`src/rtl/window_stream_gen.sv`:
```
// Raster-scan KxK window generator with K-1 line buffers and a single valid/ready output register.
// Optional macro WIN_BORDER_ZERO_EN: emit a window for every pixel, zeroing taps that fall outside the frame.
module window_stream_gen #(
  parameter int DATA_W = 8,
  parameter int K      = 3,
  parameter int IMG_W  = 8,
  parameter int IMG_H  = 8
) (
  input  logic                       clk,
  input  logic                       rstb,
  input  logic [DATA_W-1:0]          in_data,
  input  logic                       in_sof,
  input  logic                       in_valid,
  output logic                       in_ready,
  output logic [K*K*(DATA_W+1)-1:0]  out_win,
  output logic                       out_last,
  output logic                       out_valid,
  input  logic                       out_ready
);

  localparam int TW = DATA_W + 1;
  localparam int CW = (IMG_W > 1) ? $clog2(IMG_W) : 1;
  localparam int RW = (IMG_H > 1) ? $clog2(IMG_H) : 1;

  logic [CW-1:0]          r_col;
  logic [RW-1:0]          r_row;
  logic [DATA_W-1:0]      r_lb  [K-1][IMG_W];
  logic [DATA_W-1:0]      r_win [K][K];
  logic                   r_out_valid;
  logic                   r_out_last;
  logic [K*K*TW-1:0]      r_out_win;

  logic [CW-1:0]          w_col;
  logic [RW-1:0]          w_row;
  logic [DATA_W-1:0]      w_colv [K];
  logic [DATA_W-1:0]      w_nwin [K][K];
  logic [K*K*TW-1:0]      w_flat;
  logic                   w_accept;
  logic                   w_elig;
  logic                   w_last;

  assign in_ready  = !r_out_valid || out_ready;
  assign w_accept  = in_valid && in_ready;
  // A start-of-frame pixel overrides whatever the counters hold.
  assign w_col     = in_sof ? '0 : r_col;
  assign w_row     = in_sof ? '0 : r_row;
  assign w_last    = (w_row == RW'(IMG_H-1)) && (w_col == CW'(IMG_W-1));

`ifdef WIN_BORDER_ZERO_EN
  assign w_elig = 1'b1;
`else
  assign w_elig = (w_row >= RW'(K-1)) && (w_col >= CW'(K-1));
`endif

  for (genvar gi = 0; gi < K-1; gi++) begin : g_colv
    assign w_colv[gi] = r_lb[K-2-gi][w_col];
  end
  assign w_colv[K-1] = in_data;

  for (genvar gi = 0; gi < K; gi++) begin : g_row
    for (genvar gj = 0; gj < K; gj++) begin : g_tap
      logic [DATA_W-1:0] w_tap;
      if (gj == K-1) begin : g_new
        assign w_nwin[gi][gj] = w_colv[gi];
      end else begin : g_shift
        assign w_nwin[gi][gj] = r_win[gi][gj+1];
      end
`ifdef WIN_BORDER_ZERO_EN
      // Mask from the live counters so stale register/buffer data never leaks out.
      assign w_tap = ((int'(w_row) + gi < K-1) || (int'(w_col) + gj < K-1)) ?
                     '0 : w_nwin[gi][gj];
`else
      assign w_tap = w_nwin[gi][gj];
`endif
      assign w_flat[(gi*K+gj)*TW +: TW] = {1'b0, w_tap};
    end
  end

  always_ff @(posedge clk) begin
    if (w_accept) begin
      r_lb[0][w_col] <= in_data;
      for (int i = 1; i < K-1; i++) begin
        r_lb[i][w_col] <= r_lb[i-1][w_col];
      end
    end
  end

  always_ff @(posedge clk or posedge rstb) begin
    if (rstb) begin
      r_col       <= '0;
      r_row       <= '0;
      r_out_valid <= 1'b0;
      r_out_last  <= 1'b0;
      r_out_win   <= '0;
      for (int i = 0; i < K; i++) begin
        for (int j = 0; j < K; j++) begin
          r_win[i][j] <= '0;
        end
      end
    end else begin
      if (w_accept) begin
        for (int i = 0; i < K; i++) begin
          for (int j = 0; j < K; j++) begin
            r_win[i][j] <= w_nwin[i][j];
          end
        end
        if (w_col == CW'(IMG_W-1)) begin
          r_col <= '0;
          r_row <= (w_row == RW'(IMG_H-1)) ? '0 : w_row + RW'(1);
        end else begin
          r_col <= w_col + CW'(1);
          r_row <= w_row;
        end
      end
      if (w_accept && w_elig) begin
        r_out_valid <= 1'b1;
        r_out_win   <= w_flat;
        r_out_last  <= w_last;
      end else if (out_ready) begin
        r_out_valid <= 1'b0;
        r_out_last  <= 1'b0;
      end
    end
  end

  assign out_valid = r_out_valid;
  assign out_last  = r_out_last;
  assign out_win   = r_out_win;

endmodule
```
`config.mk`:
```
export PLATFORM = sky130hd
export DESIGN_NAME = window_stream_gen
export DESIGN_NICKNAME = d
export VERILOG_FILES = /design/src/rtl/window_stream_gen.sv
export SDC_FILE = /design/constraint.sdc
export NUM_CORES = 1
export LEC_CHECK = 0
export ABC_CLOCK_PERIOD_IN_PS = 4300
export CAP_MARGIN = 20
export CORE_UTILIZATION = 30
export CTS_CLUSTER_DIAMETER = 100
export DETAILED_ROUTE_END_ITERATION = 8
export SLEW_MARGIN = 5
export SYNTH_ARGS = -nofsm -noshare
export SYNTH_HDL_FRONTEND = slang
export SYNTH_SLANG_ARGS = --single-unit
```
`constraint.sdc`:
```
create_clock -name clk -period 4.3 [get_ports clk]
set_input_delay 0.43 -clock clk [delete_from_list [all_inputs] [get_ports clk]]
set_output_delay 0.43 -clock clk [all_outputs]
set_load 0.02 [all_outputs]
```
==> results.yml <==
global_route:
  grt_pass1_vias: 5767
  track_usage_pct: 12.2
  grt-ovfl-total: 0
  grt_first_pass_wirelength_um: 33800
  grt_max_degree: 82
  antenna_found_initial: 0
placed_design:
  gp_congestion: 0.756
  io_buffers: 87
  place_hpwl_um: 13500
  dpl.cell_count: 1245
floorplanning:
  rows: 67
  die_x_um: 187
  die_height_um: 187
  dieArea_mm2: 0.0348
  ios: 97
  start_util_pct: 30.5
  core_mm2: 0.0335
cts:
  cts_tree: "done"
  cts_made_buffers: 27
  post-cts-setup-buffers: 0
  clk_latency_ns: 0.54
  clk_path_buf_depth: 3
  cts-root-buf: "clkbuf_16"
  htreeDepth: 1
  cts.sinks: 256
  hold_buffers: 0
  cts_resized: 0
  clk_pin_slew_ns: 0.06
timing:
  finClkSkew_ns: 0.0255
  worst_slew_pin_slew_ns: 0.894
  period_needed_ns: 2.88
  hold_violations: 0
  setup_viol: 0
  timing.fmax_mhz: 348
  fin_crit_sh_pct: 66.9
  slew_viol_final: 0
  slew_headroom_pct: 40.4
  rsz0062_at_grt: "no"
  finalSetupTns_ns: 0
worst_hold_path:
  hold_start: "in_sof"
  hp-class: "in -> reg"
  min_to: "r_col[1]"
  hold_depth: 2
worst_setup_path:
  r2r_cells: 5
  critPathKind: "reg -> reg"
  rrSetupSlack_ns: 1.42
  reg2reg_from: "r_col[0]"
  worstSetupStartpointType: "flip-flop"
  crit_fanout: 62
  required_ns: 4.69
  cp_data_arrival_time_ns: 3.26
  rr_endpoint: "g_row[0].g_tap[1].w_tap[0]"
  end_kind: "flip-flop"
synthesis:
  ys_ff_latch: 256
  yosysSeqAreaShare_pct: 68.9
  synth_flop_cell: "edfxtp_1"
  syn_inst: 733
  syn_area_per_cell_um2: 13.9
  synth-async-reset-ratio_pct: 50.0
  synth_cell_types: 44
  ys_warn_count: 0
  synth_edf_count: 128
  syn_area_mm2: 0.0102
route:
  wl_per_cell_um: 16.4
  viasPerCell: 4.53
  drtIter0Drc: 386
  drt-total-wl_um: 21200
  final_antenna_net_count: 0
  vias: 5872
  first_pass_iters: 4
  post-route-drc-count: 0
layout:
  n_fill_cell: 3212
  fin_nets: 842
  diodes: 0
  final_common_cell: "edfxtp_1"
  drive_gt1_share_pct: 16.3
  multi_input_comb_area_mm2: 0.00289
  final_cell_count_no_fill: 1295
  mostFrequentLayoutCells: "128 x edfxtp_1, 127 x dfrtp_1, 120 x nand2_1"
  synthToLayoutAreaGrowth_pct: 22.6
  regArea_mm2: 0.00705
flow_run:
  drv_cap: 0
status:
  status: "complete, no violations"
power_and_ir_drop:
  p_leak_nw: 5.24
  p_per_area_mw_per_mm2: 458
  max-vdd-ir-drop_mv: 0.314
-- registers in the layout (all words and copies together) (netlist names) --
signal,cells
g_row.g_tap.w_tap,48
out_last,1
out_valid,1
out_win,72
r_col,3
r_lb,128
r_row,3
-- synth_stat cells, drive strengths merged (15+ instances only) --
master	instances	area (um2)
dfrtp	128	3200
mux2	59	751
nand2	121	454
nand2b	18	113
nor2	26	97.6
clkbuf	17	65.1
a2111oi	15	145
o22ai	16	100
a21oi	17	85.1
mux2i	48	480
nand3b	16	120
o31ai	15	113
buf	39	246
o21ai	35	186
edfxtp	128	3840
-- critical path: stages (launching register included) --
cell,delay [ns]
dfrtp_4,0.98
buf_4,0.46
mux2i_1,0.23
o22ai_1,0.11
a2111oi_0,0.74
o21ai_0,0.15
-- worst max-delay path by stage --
stage,startpoint,end,slack [ns],cells after the start
5_1_grt,r_col[0],g_row[0].g_tap[1].w_tap[3],1.17,5
6_report,r_col[0],g_row[0].g_tap[1].w_tap[0],1.42,5
4_1_cts,r_col[1],out_win[42],1.46,4
3_3_place_gp,out_ready,out_win[31],1.44,5
2_1_floorplan,rstb,g_row[0].g_tap[0].w_tap[0],0.46,1
3_5_place_dp,in_sof,r_lb[0][107],1.39,7
-- layout make-up --
class                   instances  share of cell area [%]
well taps                     448                    4.47
clock buffers                  40                    6.18
multi-input cells             419                    23.1
clock inverters                 9                    1.13
inverters                      10                   0.339
repair buffers                113                    8.56
flip-flops and latches        256                    56.2
-- through the flow --
step           worst slack, ns  hold WS [ns]  cell area [um2]  utilization, %  power [mW]
2_1_floorplan            0.457         0.440            10300               -        3.23
4_1_cts                   1.46         0.282            12500            37.3        5.81
5_1_grt                   1.17         0.309            12500            37.4        5.98
3_3_place_gp              1.44         0.456            11600            34.6        3.43
6_report                  1.42         0.303            12500            37.4        5.74
3_5_place_dp              1.39         0.460            11600            34.6        3.44
-- cell families after synthesis --
logic type / after synthesis / synth area share [%]
adders and majority gates: 2 / 0.245
buffers and inverters: 66 / 3.41
and+or+nand+nor: 196 / 8.61
other: 1 / 0.0367
AOI/OAI and AO/OA: 105 / 6.73
muxes: 107 / 12.0
DFF: 256 / 68.9
-- power by group --
group          internal [mW]  switching (mW)  leakage [nW]
sequential              2.76           0.111          2.85
combinational          0.190           0.328          1.94
clock                   1.43           0.920         0.449
-- per-layer routing --
layer  GRT usage, %  routed length (um)  up-vias
met5              0                   0        -
met4           2.59                 364        0
met3           2.13                 953       32
met2           19.8                9860      151
met1           17.1               10000     2883
li1               -                   -     2806
(Power assumes the default switching activity.)
